**src/rtl/tow_match_keeper_pkg.sv**
```systemverilog
// Shared types and 7-seg constants for the tug-of-war match keeper.
// All segment patterns are active-low, bit order {g,f,e,d,c,b,a}.
package tow_pkg;

  typedef enum logic [2:0] {
    PLAY,
    HOLD,
    CLEAR,
    WAIT_OFF,
    DONE
  } match_state_e;

  localparam logic [6:0] SEG_OFF = 7'b1111111;

  localparam logic [6:0] SEG_DIGIT [0:9] = '{
    7'b1000000,  // 0
    7'b1111001,  // 1
    7'b0100100,  // 2
    7'b0110000,  // 3
    7'b0011001,  // 4
    7'b0010010,  // 5
    7'b0000010,  // 6
    7'b1111000,  // 7
    7'b0000000,  // 8
    7'b0010000   // 9
  };

  // The winner latch shows the winning player's number as a digit.
  localparam logic [6:0] P1_CODE_DEF = 7'b1111001;
  localparam logic [6:0] P2_CODE_DEF = 7'b0100100;

endpackage

```
**src/rtl/tow_match_keeper_if.sv**
```systemverilog
// Bundle between the winner latch / HEX display side and the match keeper.
// master = latch/display side, slave = tow_match_keeper.
interface tow_match_keeper_if;
  logic [6:0] win_code;
  logic       round_reset;
  logic [6:0] score1_seg;
  logic [6:0] score2_seg;
  logic [6:0] winner_seg;
  logic       match_over;
  logic       code_err;

  modport master (
    output win_code,
    input  round_reset, score1_seg, score2_seg, winner_seg, match_over, code_err
  );

  modport slave (
    input  win_code,
    output round_reset, score1_seg, score2_seg, winner_seg, match_over, code_err
  );
endinterface

```
**src/rtl/tow_match_keeper_seg7.sv**
```systemverilog
// Combinational 4-bit value to active-low 7-seg digit; values above 9 blank the digit.
module seg7_digit
  import tow_pkg::*;
(
  input  logic [3:0] value,
  output logic [6:0] seg
);

  always_comb begin
    seg = SEG_OFF;
    if (value <= 4'd9) begin
      seg = SEG_DIGIT[value];
    end
  end

endmodule

```
**src/rtl/tow_match_keeper.sv**
```systemverilog
// Tracks round wins from the winner-latch code, holds each result, pulses round_reset
// and declares the match winner once a player reaches WINS_TO_MATCH rounds.
module tow_match_keeper
  import tow_pkg::*;
#(
  parameter logic [6:0] P1_CODE       = P1_CODE_DEF,
  parameter logic [6:0] P2_CODE       = P2_CODE_DEF,
  parameter logic [6:0] OFF_CODE      = SEG_OFF,
  parameter int         WINS_TO_MATCH = 3,
  parameter int         HOLD_CYCLES   = 8
) (
  input  logic              clk,
  input  logic              reset,
  tow_match_keeper_if.slave bus
);

  localparam int SW = $clog2(WINS_TO_MATCH + 1);
  localparam int CW = $clog2(HOLD_CYCLES + 1);
  localparam logic [SW-1:0] WINS      = SW'(WINS_TO_MATCH);
  localparam logic [CW-1:0] HOLD_LAST = CW'(HOLD_CYCLES - 1);

  match_state_e  state_reg;
  logic [SW-1:0] score_reg [2];
  logic [CW-1:0] count_reg;
  logic          code_err_reg;
  logic [6:0]    score_seg [2];

  always_ff @(posedge clk or negedge reset) begin
    if (!reset) begin
      state_reg    <= PLAY;
      score_reg[0] <= '0;
      score_reg[1] <= '0;
      count_reg    <= '0;
      code_err_reg <= 1'b0;
    end else begin
      case (state_reg)
        PLAY: begin
          if (bus.win_code == P1_CODE) begin
            score_reg[0] <= score_reg[0] + SW'(1);
            count_reg    <= HOLD_LAST;
            state_reg    <= HOLD;
          end else if (bus.win_code == P2_CODE) begin
            score_reg[1] <= score_reg[1] + SW'(1);
            count_reg    <= HOLD_LAST;
            state_reg    <= HOLD;
          end else if (bus.win_code != OFF_CODE) begin
            code_err_reg <= 1'b1;
          end
        end
        HOLD: begin
          if (count_reg == '0) begin
            state_reg <= CLEAR;
          end else begin
            count_reg <= count_reg - CW'(1);
          end
        end
        CLEAR: begin
          state_reg <= ((score_reg[0] == WINS) || (score_reg[1] == WINS)) ? DONE : WAIT_OFF;
        end
        // A latch code still showing the last winner must not score again.
        WAIT_OFF: begin
          if (bus.win_code == OFF_CODE) begin
            state_reg <= PLAY;
          end
        end
        DONE: begin
          state_reg <= DONE;
        end
        default: begin
          state_reg <= PLAY;
        end
      endcase
    end
  end

  for (genvar gi = 0; gi < 2; gi++) begin : g_score_digit
    seg7_digit u_digit (
      .value (4'(score_reg[gi])),
      .seg   (score_seg[gi])
    );
  end

  // Outputs decode only from registered state so reset clears them immediately.
  assign bus.round_reset = (state_reg == CLEAR) || (state_reg == DONE);
  assign bus.match_over  = (state_reg == DONE);
  assign bus.code_err    = code_err_reg;
  assign bus.score1_seg  = score_seg[0];
  assign bus.score2_seg  = score_seg[1];
  assign bus.winner_seg  = (state_reg != DONE)      ? OFF_CODE :
                           (score_reg[0] == WINS)   ? P1_CODE  : P2_CODE;

endmodule
```
**src/flat_wrapper.sv**
```systemverilog
// flat-port wrapper written by rule: the top's interface ports become plain ports
module tow_match_keeper_flat import tow_pkg::*;
#(
  parameter logic [6:0] P1_CODE       = P1_CODE_DEF,
  parameter logic [6:0] P2_CODE       = P2_CODE_DEF,
  parameter logic [6:0] OFF_CODE      = SEG_OFF,
  parameter int         WINS_TO_MATCH = 3,
  parameter int         HOLD_CYCLES   = 8
)
  (clk, reset, bus_win_code, bus_round_reset, bus_score1_seg, bus_score2_seg, bus_winner_seg, bus_match_over, bus_code_err);
  tow_match_keeper_if bus_i ();
  input  logic clk;
  input  logic reset;
  input wire logic [$bits(bus_i.win_code)-1:0] bus_win_code;
  output wire logic [$bits(bus_i.round_reset)-1:0] bus_round_reset;
  output wire logic [$bits(bus_i.score1_seg)-1:0] bus_score1_seg;
  output wire logic [$bits(bus_i.score2_seg)-1:0] bus_score2_seg;
  output wire logic [$bits(bus_i.winner_seg)-1:0] bus_winner_seg;
  output wire logic [$bits(bus_i.match_over)-1:0] bus_match_over;
  output wire logic [$bits(bus_i.code_err)-1:0] bus_code_err;
  assign bus_i.win_code = bus_win_code;
  assign bus_round_reset = bus_i.round_reset;
  assign bus_score1_seg = bus_i.score1_seg;
  assign bus_score2_seg = bus_i.score2_seg;
  assign bus_winner_seg = bus_i.winner_seg;
  assign bus_match_over = bus_i.match_over;
  assign bus_code_err = bus_i.code_err;
  tow_match_keeper #(.P1_CODE(P1_CODE), .P2_CODE(P2_CODE), .OFF_CODE(OFF_CODE), .WINS_TO_MATCH(WINS_TO_MATCH), .HOLD_CYCLES(HOLD_CYCLES)) u_core (.clk(clk), .reset(reset), .bus(bus_i));
endmodule
```
**config.mk**
```make
export PLATFORM = sky130hd
export DESIGN_NAME = tow_match_keeper_flat
export DESIGN_NICKNAME = d
export VERILOG_FILES = /design/src/rtl/tow_match_keeper_pkg.sv /design/src/rtl/tow_match_keeper_if.sv /design/src/rtl/tow_match_keeper_seg7.sv /design/src/rtl/tow_match_keeper.sv /design/src/flat_wrapper.sv
export SDC_FILE = /design/constraint.sdc
export NUM_CORES = 1
export LEC_CHECK = 0
export ABC_AREA = 1
export ABC_CLOCK_PERIOD_IN_PS = 2000
export CORE_AREA = 2 2 51 58
export DETAILED_ROUTE_END_ITERATION = 10
export DIE_AREA = 0 0 53 60
export HOLD_SLACK_MARGIN = 0.02
export PLACE_DENSITY = 0.78
export SLEW_MARGIN = 5
export SYNTH_ARGS = -nofsm -noshare
export SYNTH_HDL_FRONTEND = slang
export SYNTH_HIERARCHICAL = 1
export SYNTH_SLANG_ARGS = --single-unit
```
**constraint.sdc**
```tcl
create_clock -name clk -period 2 [get_ports clk]
set_clock_uncertainty 0.05 [all_clocks]
set_input_delay 0.6 -clock clk [delete_from_list [all_inputs] [get_ports clk]]
set_output_delay 0.6 -clock clk [all_outputs]
set_load 0.05 [all_outputs]
```
# == After elaboration in Yosys (flattened, before gate mapping) ==
# Memory sizes are Yosys's and may differ from the RTL's.
# Index checks and enable logic that the tools add are counted.
# op_classes
n_addsub,3
magnitude_cmp,4
n_eq_ne,15
mux,18
bitwise,4
n_reduce_logical,10
# ops
cell,count
$mux 7,8
$mux 3,5
$pmux 3 s5,1
$eq 7x7->1 const B,2
$mux 4,3
$ge 5x5->1 const B,2
$not 2->5,2
$reduce_and 3->1,3
$le 2x4->1 const B,2
$pmux 4 s2,1
$eq 7x6->1 const B,1
$ne 7x7->1 const B,1
$eq 3x2->1 const B,2
$add 2x1->2 const B,2
$eq 2x2->1 const B,2
$logic_not 4->1,1
$ne 2x1->1 const B,2
$reduce_and 4->1,1
$sub 4x1->4 const B,1
$eq 3x1->1 const B,1
$eq 3x3->1 const B,1
$logic_not 3->1,1
$ne 3x1->1 const B,1
$ne 3x3->1 const B,1
5 further kinds,7
# totals
reg_bits,12
mem_bits_ro,224
input_bits,9
output_inout_bits,24
n_memories,2
# mem_list
name,words,width,read_ports,rd_ports_with_merged_regs,write_ports,line_no,rtl
(no name shown),16,7,1,0,0,tow_match_keeper_seg7.sv:12,seg = SEG_DIGIT[value];
(no name shown),16,7,1,0,0,tow_match_keeper_seg7.sv:12,

# == Longest topological paths before layout ==
# Gate-level depths: netlist (run 1).
# depth
depth_word,5
ltp_mapped,8
depth_no_buf,8

# == Modules after synthesis ==
# The synthesis (run 1) kept the hierarchy.
# modules_own_cells
module,n_inst,cells_each,area_per_inst_um2,seq_area_each_um2
tow_match_keeper,1,111,815.8,300.3
seg7_digit,2,31,196.4,0.0

# == Least setup slack after synthesis (run 1) ==
# OpenSTA, ideal clock, no wires.
# synth_path
path_type,register -> output
start,register u_core.state_reg[1]
end,output bus_winner_seg[3]
arrival_time_ns,1.933
slack_ns,-0.583
path_stages_with_launch,4
path_cell_list,dfrtp_1 > nor3_4 > nand2_1 > buf_4
# synth_between
elab_chain_cells,2
# synth_lines
item,line_no,rtl
from (decl),tow_match_keeper.sv:22,match_state_e state_reg;
from (signal assigned),tow_match_keeper.sv:58,state_reg <= ((score_reg[0] == WINS) || (score_reg[1] == WINS)) ? DONE : WAIT_OFF;
$ne 3x3->1,tow_match_keeper.sv:89,assign bus.winner_seg = (state_reg != DONE) ? OFF_CODE :
$mux 7,tow_match_keeper.sv:89,
to (decl),flat_wrapper.sv:18,output wire logic [$bits(bus_i.winner_seg)-1:0] bus_winner_seg;
# No other way between the ends.

# == Worst setup path in the final report (run 1) ==
# layout_path
start,register u_core/score_reg[2] (netlist name)
end,output bus_score1_seg[5]
# layout_between
elab_chain_cells,5
word_cells_on_any_way,6
cone_classes,order compare: 1; mux: 3; bitwise: 1; memory: 1
# layout_lines
item,line_no,rtl
from (decl),tow_match_keeper.sv:23,logic [SW-1:0] score_reg [2];
$not 2->5 (implied by the code),tow_match_keeper_seg7.sv:12,
$mem_v2 16x7,--,
$mux 7 (implied by the code) (2 in series),tow_match_keeper_seg7.sv:12,
$mux 7 (*),tow_match_keeper_seg7.sv:11,if (value <= 4'd9) begin
to (decl),flat_wrapper.sv:16,output wire logic [$bits(bus_i.score1_seg)-1:0] bus_score1_seg;
# Mark *: on every way between the ends. The rest lies on a longest branch, timed or not. The select of a mux whose other input is x is not followed.

==> flow_summary_export.csv, run 1 <==
group,metric,value,unit
die,chipHeight,60,um
logic_synthesis,portion_of_the_post_synthesis_area_used_by_sequential_elements,0.2484,
die,start_util,0.4600,
logic_synthesis,synth_top_area_cell,"dfrtp_1",
clock_network,tritoncts_clock_tree,"yes",
final_layout,insertedDiodeCount,0,
final_layout,final_area,2095,um^2
critical_path,timing.critical_path.to_type,"output pin",
clock_network,worstSkewPairLatency,280,ps
global_route,grt_remaining_overflow,0,
min_path,hold_path_depth,2,
die,fp.dieW,53,um
placement,place_congestion,0.8322,
clock_network,worst_setup_hold_path_clk_slew,80,ps
final_layout,drive_gt1_frac,0.4268,
routing,vias,1285,
routing,dr_pass1_iterations,4,
critical_path,timing.reg2reg.setup_slack,390,ps
placement,placement.io_buffers,29,
logic_synthesis,yosysTopAreaCellShare,0.2484,
logic_synthesis,synth.lib_cells_used.distinct,26,
logic_synthesis,synthTopCellsByArea,"dfrtp_1 (25%), nand2_1 (14%), ha_1 (13%)",
routing,route.top_layer_used,"met4",
outcome,result_of_the_run,"finished with violations",
min_path,whs_endpoint,"u_core/bus.code_err",
critical_path,arrival,1360,ps
critical_path,ff2ff_path_depth,6,
timing,setup_viol,6,
timing,fin_crit_sh,1.004,
placement,dp_hpwl,2085,um
die,top_ports,33,
logic_synthesis,synth_async_sr_flop_share,1.000,
clock_network,cts-buffers-inserted,3,
timing,fin_crit,2008,ps
flow_run,max_cap_viol_count,0,
global_route,grt_max_degree,13,
logic_synthesis,post-synth-top-count-cell,"nand2_1",
routing,route.detailed.drc,0,
critical_path,cp_max_fo,4,
global_route,first_global_vias,1116,
routing,route.met3.wl,102,um
clock_network,cts_max_level,1,
routing,initialDrtViolationCount,37,
routing,post_drt_via_cell_ratio,4.724,
clock_network,max_root_sink_buffers,2,
critical_path,critPathLaunchType,"flop",
pwr,power_density_of_the_placed_cells,932.2,nW/um^2
routing,count_of_nets_left_with_antenna_violations_after_detail_routing,0,
global_route,first_pass_grt_wire_length,4560,um
routing,finalWirelength,3209,um
logic_synthesis,post_syn_area_per_cell,6.986,um^2
timing,hold_ws,435.6,ps
final_layout,layout_filler_cell_count,166,
logic_synthesis,yosys_register_bits,12,
logic_synthesis,edff_count_synth,0,
timing,max-slew-margin-rel,0.6260,
pwr,peakVddDrop,0.8729,mV
outcome,failing_checks,"setup timing",
timing,maxClockFrequency,0.4980,GHz
final_layout,syn2layout_area_growth,73.29,%
critical_path,worst_ep_required_time,1350,ps
clock_network,clock-root-buffer,"clkbuf_4",
routing,routed_wire_length_per_instance,11.80,um
min_path,min-delay-start,"u_core/bus.code_err",
routing,wl_met1,1269,um
timing,layout_setup_ws,-8.024,ps
critical_path,critical_path_class,"reg2out",
die,die-area,3180,um^2
critical_path,timing.rr.end,"u_core/state_reg[0]",
timing,transition_time_of_the_tightest_slew_check_pin,559.2,ps
timing,hold_violations,0,
logic_synthesis,ys_warn_count,6,
placement,placement.cell_area,1800,um^2
critical_path,regToRegStartpoint,"u_core/score_reg[0]",
logic_synthesis,synth_area,1209,um^2
routing,met2_wirelength,1807,um
pwr,power.leakage,0.001057,uW
die,number_of_rows_created_at_floorplan,20,
final_layout,final_net_count,262,
clock_network,tritoncts_num_sinks,12,
timing,drv_slew,0,
die,core_area,2628,um^2
global_route,antenna_found_initial,0,
min_path,hold_class,"reg2reg",
timing,grt_setup_unrepaired,"yes",
logic_synthesis,synth_commonest_cells,"nand2_1 (46), inv_1 (25), nand3_1 (15)",
global_route,grt_util_all_layers,0.1954,
logic_synthesis,most_common_flop_cell_mapped_by_yosys,"dfrtp_1",
logic_synthesis,syn_inst,173,
[cell usage in the layout (no fill, tap or decap), types with 6 or more instances in the layout]
cell type	instances
inv_2	9
buf_12	14
conb_1	19
dfrtp_1	9
clkdlybuf4s50_1	8
o21ai_2	7
nand3_1	11
nand2_1	39
buf_6	9
inv_1	19
nand2_2	9
nor2_1	13
ha_1	6
buf_4	18
[worst max-delay path by stage]
stage | startpoint | endpoint | depth (start not counted) | slack (ps)
2_1_floorplan | u_core/state_reg[2] | bus_winner_seg[3] | 4 | -280
3_3_place_gp | bus_win_code[4] | u_core/count_reg[2] | 8 | 100
3_5_place_dp | bus_win_code[4] | u_core/count_reg[2] | 8 | 60
4_1_cts | u_core/score_reg[3] | bus_score1_seg[3] | 5 | -7
5_1_grt | u_core/score_reg[2] | bus_score1_seg[5] | 6 | -80
6_report | u_core/score_reg[2] | bus_score1_seg[5] | 6 | -8
[area by class of cell]
| type | instances | area (um^2) | share of cell area |
|---|---|---|---|
| Clock buffer | 4 | 36.28 | 0.01732 |
| Inverter | 29 | 113.9 | 0.05436 |
| Multi-Input combinational cell | 145 | 1002 | 0.4785 |
| Sequential cell | 12 | 304.0 | 0.1452 |
| Tap cell | 33 | 41.29 | 0.01971 |
| Timing Repair Buffer | 49 | 596.8 | 0.2849 |
[worst max-delay path, cell delays in order (launching register included)]
cell and delay, ps:
dfrtp_2 450, inv_2 100, ha_2 180, nand2_2 70, nand3_2 70, nand2_2 60, buf_12 140
[metal layers]
layer,GRT usage,up-vias
li1,-,652
met1,0.2198,598
met2,0.3679,31
met3,0.03000,4
met4,0.06593,0
met5,0,-
[kinds of logic (layout without fill, tap and decap cells)]
group | Yosys count | count (layout) | synth area share
AO/OA/AOI/OAI | 17 | 17 | 0.08282
adder cells (fa/ha/maj) | 13 | 13 | 0.1346
buffers and inverters | 33 | 82 | 0.1149
flip-flops | 12 | 12 | 0.2484
XOR/XNOR | 2 | 2 | 0.01450
other | 2 | 19 | 0.006213
AND/OR/NAND/NOR | 94 | 94 | 0.3985
[where the power goes]
part	switching [uW]	total, uW	internal (uW)
clock	92.7	204	111
combinational	788	1350	560
sequential	80.0	401	321
total	960	1950	992
[repair_timing]
action | CTS | global route
cloned | 0 | 0
gates resized for setup | 22 | 24
hold buffers | 0 | 0
endpoints found under the setup margin | 13 | 15
pin swaps | 5 | 7
setup buffers | 5 | 7
[through the flow]
stage	setup WS, ps	power (uW)	instances	TNS (ps)	util
floorplan	-278.1	1208	190	-1165	-
global placement	96.33	1569	256	0	0.6852
detailed placement	62.61	1604	256	0	0.6852
CTS	-7.382	1861	265	-7.382	0.7348
global route	-78.42	2083	272	-594.0	0.7971
finish	-8.024	1952	272	-37.08	0.7971
No activity file was read; power rests on OpenSTA's default activity.
==> run 2, diff against run 1 <==
- CORE_AREA: 2 2 51 58 -> 2 2 53 60
- DIE_AREA: 0 0 53 60 -> 0 0 55 62
- PLACE_DENSITY: 0.78 -> 0.73
==> run 2 against run 1 <==
Net effect:
- the flow now finishes without violations
- clock power down 30%
- worst hold slack worse by 18 ps
- largest cell class unchanged
- via count down 4.7%
- final cell count down 1.5%
- critical path type unchanged
- highest routed layer unchanged
==> flow_summary_export.csv, run 2 (synthesized netlist as in run 1, its figures left out) <==
group,metric,value,unit
outcome,result_of_the_run,"finished clean",
global_route,grt_util_all_layers,0.1891,
pwr,power_density_of_the_placed_cells,905.4,nW/um^2
critical_path,critical_path_class,"reg2out",
clock_network,tritoncts_num_sinks,12,
routing,vias,1225,
routing,count_of_nets_left_with_antenna_violations_after_detail_routing,0,
timing,transition_time_of_the_tightest_slew_check_pin,553.0,ps
clock_network,cts_max_level,1,
die,core_area,2890,um^2
critical_path,cp_slowest_stage_delay,470,ps
clock_network,clock-root-buffer,"clkbuf_4",
final_layout,insertedDiodeCount,0,
critical_path,arrival,1350,ps
critical_path,ff2ff_path_depth,6,
die,start_util,0.4182,
timing,max-slew-margin-rel,0.6302,
critical_path,cp_slowest_cell,"dfrtp_2",
clock_network,max_root_sink_buffers,2,
timing,maxClockFrequency,0.5007,GHz
final_layout,finalNonFillerCells,268,
final_layout,final_common_cell,"nand2_1",
placement,placedCellCount,256,
clock_network,worst_setup_hold_path_clk_slew,70,ps
placement,dp_hpwl,2011,um
min_path,whs_endpoint,"u_core/bus.code_err",
flow_run,max_cap_viol_count,0,
global_route,grt_remaining_overflow,0,
critical_path,timing.rr.end,"u_core/state_reg[1]",
critical_path,worst_ep_required_time,1350,ps
die,chipHeight,62,um
global_route,first_global_vias,1157,
final_layout,layout.area.seq,304.0,um^2
final_layout,drive_gt1_frac,0.4103,
final_layout,multi_input_comb_area,1018,um^2
final_layout,final_area,2088,um^2
placement,place_congestion,0.7846,
timing,hold_violations,0,
min_path,min-delay-start,"u_core/bus.code_err",
die,number_of_rows_created_at_floorplan,21,
routing,initialDrtViolationCount,21,
timing,fin_crit,1997,ps
clock_network,tritoncts_clock_tree,"yes",
global_route,grt_max_degree,13,
die,top_ports,33,
routing,dr_pass1_iterations,4,
critical_path,timing.reg2reg.setup_slack,430,ps
critical_path,regToRegStartpoint,"u_core/state_reg[1]",
pwr,peakVddDrop,0.6857,mV
routing,post_drt_via_cell_ratio,4.571,
clock_network,worstSkewPairLatency,260,ps
routing,route.detailed.drc,0,
critical_path,cp_cell_sequence,"buf_6 -> ha_4 -> inv_4 -> nand2_8 -> buf_8",
final_layout,layout_common_cells,"nand2_1 (39), inv_1 (19), conb_1 (19)",
final_layout,syn2layout_area_growth,72.77,%
timing,hold_ws,417.4,ps
routing,routed_wire_length_per_instance,11.18,um
timing,drv_slew,0,
pwr,power.leakage,0.001048,uW
critical_path,cp_max_fo,4,
timing,grt_setup_unrepaired,"yes",
placement,placement.io_buffers,29,
die,die-area,3410,um^2
timing,fin_crit_sh,0.9986,
global_route,antenna_found_initial,0,
routing,finalWirelength,2995,um
timing,setup_viol,0,
clock_network,cts-buffers-inserted,3,
min_path,hold_path_depth,2,
final_layout,final_net_count,258,
placement,placement.cell_area,1794,um^2
global_route,first_pass_grt_wire_length,4733,um
die,fp.dieW,55,um
critical_path,timing.critical_path.to_type,"output pin",
critical_path,critPathLaunchType,"flop",
final_layout,layout_filler_cell_count,210,
min_path,hold_class,"reg2reg",
run 2: critical path, delay by kind of cell (launching register included):
kind / cells / cell delay [ps]
buffers and inverters: 3 / 370
AND/OR/NAND/NOR: 1 / 70
flip-flops: 1 / 470
adder cells (fa/ha/maj): 1 / 170
run 2: area by class of cell:
class	count	area share
flip-flops and latches	12	0.1456
clock buffers	3	0.01078
repair buffers	45	0.2786
well taps	34	0.02037
multi-input cells	145	0.4877
inverters	29	0.05692
run 2: worst max-delay path by stage:
stage | end | start | slack, ps | cells after the start
after global placement | u_core/count_reg[1] | bus_win_code[5] | 90 | 8
after CTS | bus_score1_seg[3] | u_core/score_reg[3] | -9 | 5
after global routing | bus_winner_seg[3] | u_core/score_reg[2] | -50 | 5
after detailed placement | u_core/count_reg[1] | bus_win_code[4] | 60 | 8
after floorplan | bus_winner_seg[3] | u_core/state_reg[2] | -280 | 4
final | bus_winner_seg[3] | u_core/score_reg[2] | 3 | 5
run 2: per-layer routing:
layer,vias to the layer above,GRT usage,part of all wire
li1,642,-,-
met1,563,0.2399,0.40
met2,18,0.3214,0.57
met3,2,0.03349,0.024
met4,0,0.06620,0.0047
met5,-,0,0
run 2: power breakdown:
| part | switching, uW | internal (uW) |
|---|---|---|
| registers | 88.6 | 321 |
| clock network | 73.3 | 69.5 |
| logic | 767 | 571 |
run 2: timing repair:
action | CTS | global route
pin swaps | 6 | 12
setup buffers | 2 | 7
endpoints found under the hold margin | 0 | 0
gates resized for setup | 21 | 32
endpoints found under the setup margin | 14 | 16
hold buffers | 0 | 0
run 2: per-stage QoR:
step                      power (uW)    util  worst slack (ps)  TNS [ps]
final                           1891  0.7225             2.702         0
after detailed placement        1593  0.6208             58.28         0
after floorplan                 1208       -            -278.1     -1165
after global routing            2062  0.7225            -53.88    -451.3
after CTS                       1774  0.6532            -8.769    -23.22
after global placement          1578  0.6208             90.25         0
==> run 3, diff against run 2 <==
- ABC_AREA: 1 -> default
- CORE_AREA: 2 2 53 60 -> 2 2 48 55
- DIE_AREA: 0 0 55 62 -> 0 0 50 57
- PLACE_DENSITY: 0.73 -> 0.76
- SYNTH_HIERARCHICAL: 1 -> default
==> run 3 against run 2 <==
Net effect:
- synthesized area fell by 18%
- final cell count is 35% lower
- core utilization decreased by 3.6 points
- clock-buffer cell count did not move
- routed wire length decreased by 17%
- critical path type unchanged
- worst hold slack better by 29 ps
==> flow_summary_export.csv, run 3 <==
group,metric,value,unit
final_layout,post-route-util,0.6869,
logic_synthesis,synth_commonest_cells,"inv_1 (13), dfrtp_1 (12), buf_4 (10)",
pwr,peakVddDrop,0.5227,mV
final_layout,drive_gt1_frac,0.4056,
logic_synthesis,yosys.area_share.simple,0.2380,
timing,grt_setup_unrepaired,"yes",
pwr,power_report.internal_total,581.8,uW
critical_path,critical_path_class,"reg2out",
routing,routed_wire_length_per_instance,14.33,um
pwr,fin_total_pwr,979.2,uW
logic_synthesis,edff_count_synth,0,
clock_network,tritoncts_clock_tree,"yes",
logic_synthesis,synth-xor-area-share,0.02645,
logic_synthesis,synth.area.mux_share,0.05290,
logic_synthesis,synth_compound_gate_area_share,0.1159,
logic_synthesis,syn_inst,104,
timing,drv_slew,0,
final_layout,layout_common_cells,"buf_4 (22), buf_12 (14), inv_1 (12), dfrtp_1 (9), ha_1 (7)",
clock_network,tritoncts_num_sinks,12,
routing,post_drt_via_cell_ratio,5.356,
placement,placement.cell_area,1511,um^2
timing,maxClockFrequency,0.5028,GHz
die,chipHeight,57,um
global_route,first_pass_grt_wire_length,3974,um
die,top_ports,33,
logic_synthesis,synth_async_sr_flop_share,1.000,
placement,place_congestion,0.7507,
pwr,power.share.clock,0.156,
final_layout,finalNonFillerCells,174,
die,number_of_rows_created_at_floorplan,19,
clock_network,cts-buffers-inserted,3,
timing,setup_viol,0,
clock_network,worstSkewPairLatency,280,ps
pwr,p_comb_frac,0.463,
critical_path,ff2ff_path_depth,5,
logic_synthesis,dominant_combinational_cell_family_by_area_after_synthesis,"simple AND/OR/NAND/NOR gates",
outcome,result_of_the_run,"finished clean",
logic_synthesis,yosys_register_bits,12,
min_path,hold_class,"reg2reg",
final_layout,final_net_count,163,
final_layout,final_common_cell,"buf_4",
timing,fin_crit_sh,0.9944,
timing,max-slew-margin-rel,0.6249,
logic_synthesis,synthTopCellsByArea,"dfrtp_1 (30%), ha_1 (11%), buf_4 (7.6%)",
final_layout,multi_input_comb_area,619.3,um^2
logic_synthesis,synthesized_area_fraction_occupied_by_adder_cells,0.1134,
clock_network,max_root_sink_buffers,2,
placement,placement.io_buffers,29,
clock_network,clock-root-buffer,"clkbuf_4",
final_layout,insertedDiodeCount,0,
timing,fin_crit,1989,ps
final_layout,layout_filler_cell_count,174,
global_route,grt_remaining_overflow,0,
critical_path,regToRegStartpoint,"u_core.state_reg[2]",
pwr,power.leakage,0.0007619,uW
critical_path,cp_max_fo,4,
critical_path,critical_path_destination,"bus_winner_seg[1]",
logic_synthesis,post-synth-top-count-cell,"inv_1",
placement,dp_hpwl,1892,um
logic_synthesis,most_common_flop_cell_mapped_by_yosys,"dfrtp_1",
critical_path,worst_ep_required_time,1350,ps
routing,dr_pass1_iterations,4,
pwr,p_sw_frac,0.4058,
clock_network,cts_max_level,1,
timing,hold_violations,0,
placement,placedCellCount,167,
die,die-area,2850,um^2
global_route,grt_util_all_layers,0.1824,
pwr,power_density_of_the_placed_cells,605.7,nW/um^2
critical_path,critPathLaunch,"u_core.state_reg[0]",
die,start_util,0.4221,
critical_path,timing.reg2reg.setup_slack,150,ps
routing,vias,932,
logic_synthesis,synth_area,993.5,um^2
logic_synthesis,synth.lib_cells_used.distinct,38,
logic_synthesis,synth_top_area_cell,"dfrtp_1",
critical_path,timing.rr.end,"u_core.score_reg[1]",
pwr,sequentialPowerShare,0.381,
routing,finalWirelength,2493,um
global_route,antenna_found_initial,0,
logic_synthesis,ys_warn_count,0,
logic_synthesis,portion_of_the_post_synthesis_area_used_by_sequential_elements,0.3023,
routing,initialDrtViolationCount,30,
pwr,switching_power,397.4,uW
die,fp.dieW,50,um
die,core_area,2354,um^2
global_route,first_global_vias,897,
logic_synthesis,yosysTopAreaCellShare,0.3023,
global_route,grt_max_degree,13,
final_layout,final_area,1617,um^2
critical_path,critPathLaunchType,"flop",
routing,route.detailed.drc,0,
final_layout,syn2layout_area_growth,62.72,%
final_layout,layout.area.seq,304.0,um^2
timing,transition_time_of_the_tightest_slew_check_pin,560.9,ps
min_path,hold_path_depth,2,
routing,count_of_nets_left_with_antenna_violations_after_detail_routing,0,
logic_synthesis,post_syn_area_per_cell,9.552,um^2
critical_path,timing.critical_path.to_type,"output pin",
flow_run,max_cap_viol_count,0,
critical_path,arrival,1340,ps
clock_network,worst_setup_hold_path_clk_slew,80,ps
-- run 3: power by group through the flow --
stage / sequential, uW / clock, uW / combinational (uW)
2_1_floorplan: 342 / 0 / 332
3_3_place_gp: 367 / 0 / 425
3_5_place_dp: 374 / 0 / 446
4_1_cts: 371 / 153 / 450
5_1_grt: 383 / 158 / 497
6_report: 373 / 153 / 453
-- run 3: worst max-delay path, cell delays in order (launching register included) --
cell	delay, ps
dfrtp_1	440
nor3_4	330
inv_1	130
buf_6	170
-- run 3: how the worst min path moves through the flow --
stage                                    from                  end  slack, ps
after floorplan                         reset  u_core.bus.code_err        250
after global placement    u_core.bus.code_err  u_core.bus.code_err        410
after detailed placement  u_core.bus.code_err  u_core.bus.code_err        430
after CTS                 u_core.bus.code_err  u_core.bus.code_err        450
after global routing      u_core.bus.code_err  u_core.bus.code_err        480
final                     u_core.bus.code_err  u_core.bus.code_err        450
-- run 3: cell type report --
cell class,count,share of cell area
sequential,12,0.1881
timing repair buffer,48,0.3607
tap,31,0.02399
clock buffer,3,0.01393
inverter,13,0.03019
multi-input combinational,67,0.3831
-- run 3: timing repair --
action                     CTS  global route
setup endpoints to repair    9            11
hold buffers                 0             0
pin swaps                    1             4
cloned                       0             0
setup buffers                1             3
gates resized for setup      5            12
-- run 3: cells by family after synthesis --
group / after synthesis
flip-flops: 12
adder cells (fa/ha/maj): 9
multiplexers: 5
AO/OA/AOI/OAI: 15
AND/OR/NAND/NOR: 32
buffers and inverters: 26
XOR/XNOR: 3
other: 2
-- run 3: through the flow --
step	hold WS (ps)	setup TNS, ps	setup WS [ps]
after floorplan	254.4	-1102	-238.4
after global placement	405.5	-1260	-261.6
after detailed placement	428.8	-1891	-296.3
after CTS	447.1	0	1.555
after global routing	481.3	-271.1	-49.77
final	446.1	0	11.17
-- run 3: layer usage --
metal,GRT usage,vias up,wire length [um]
met4,0.09127,0,67
met2,0.3383,37,1386
met1,0.2050,449,952
met3,0.01571,9,86
met5,0,-,0
li1,-,437,-
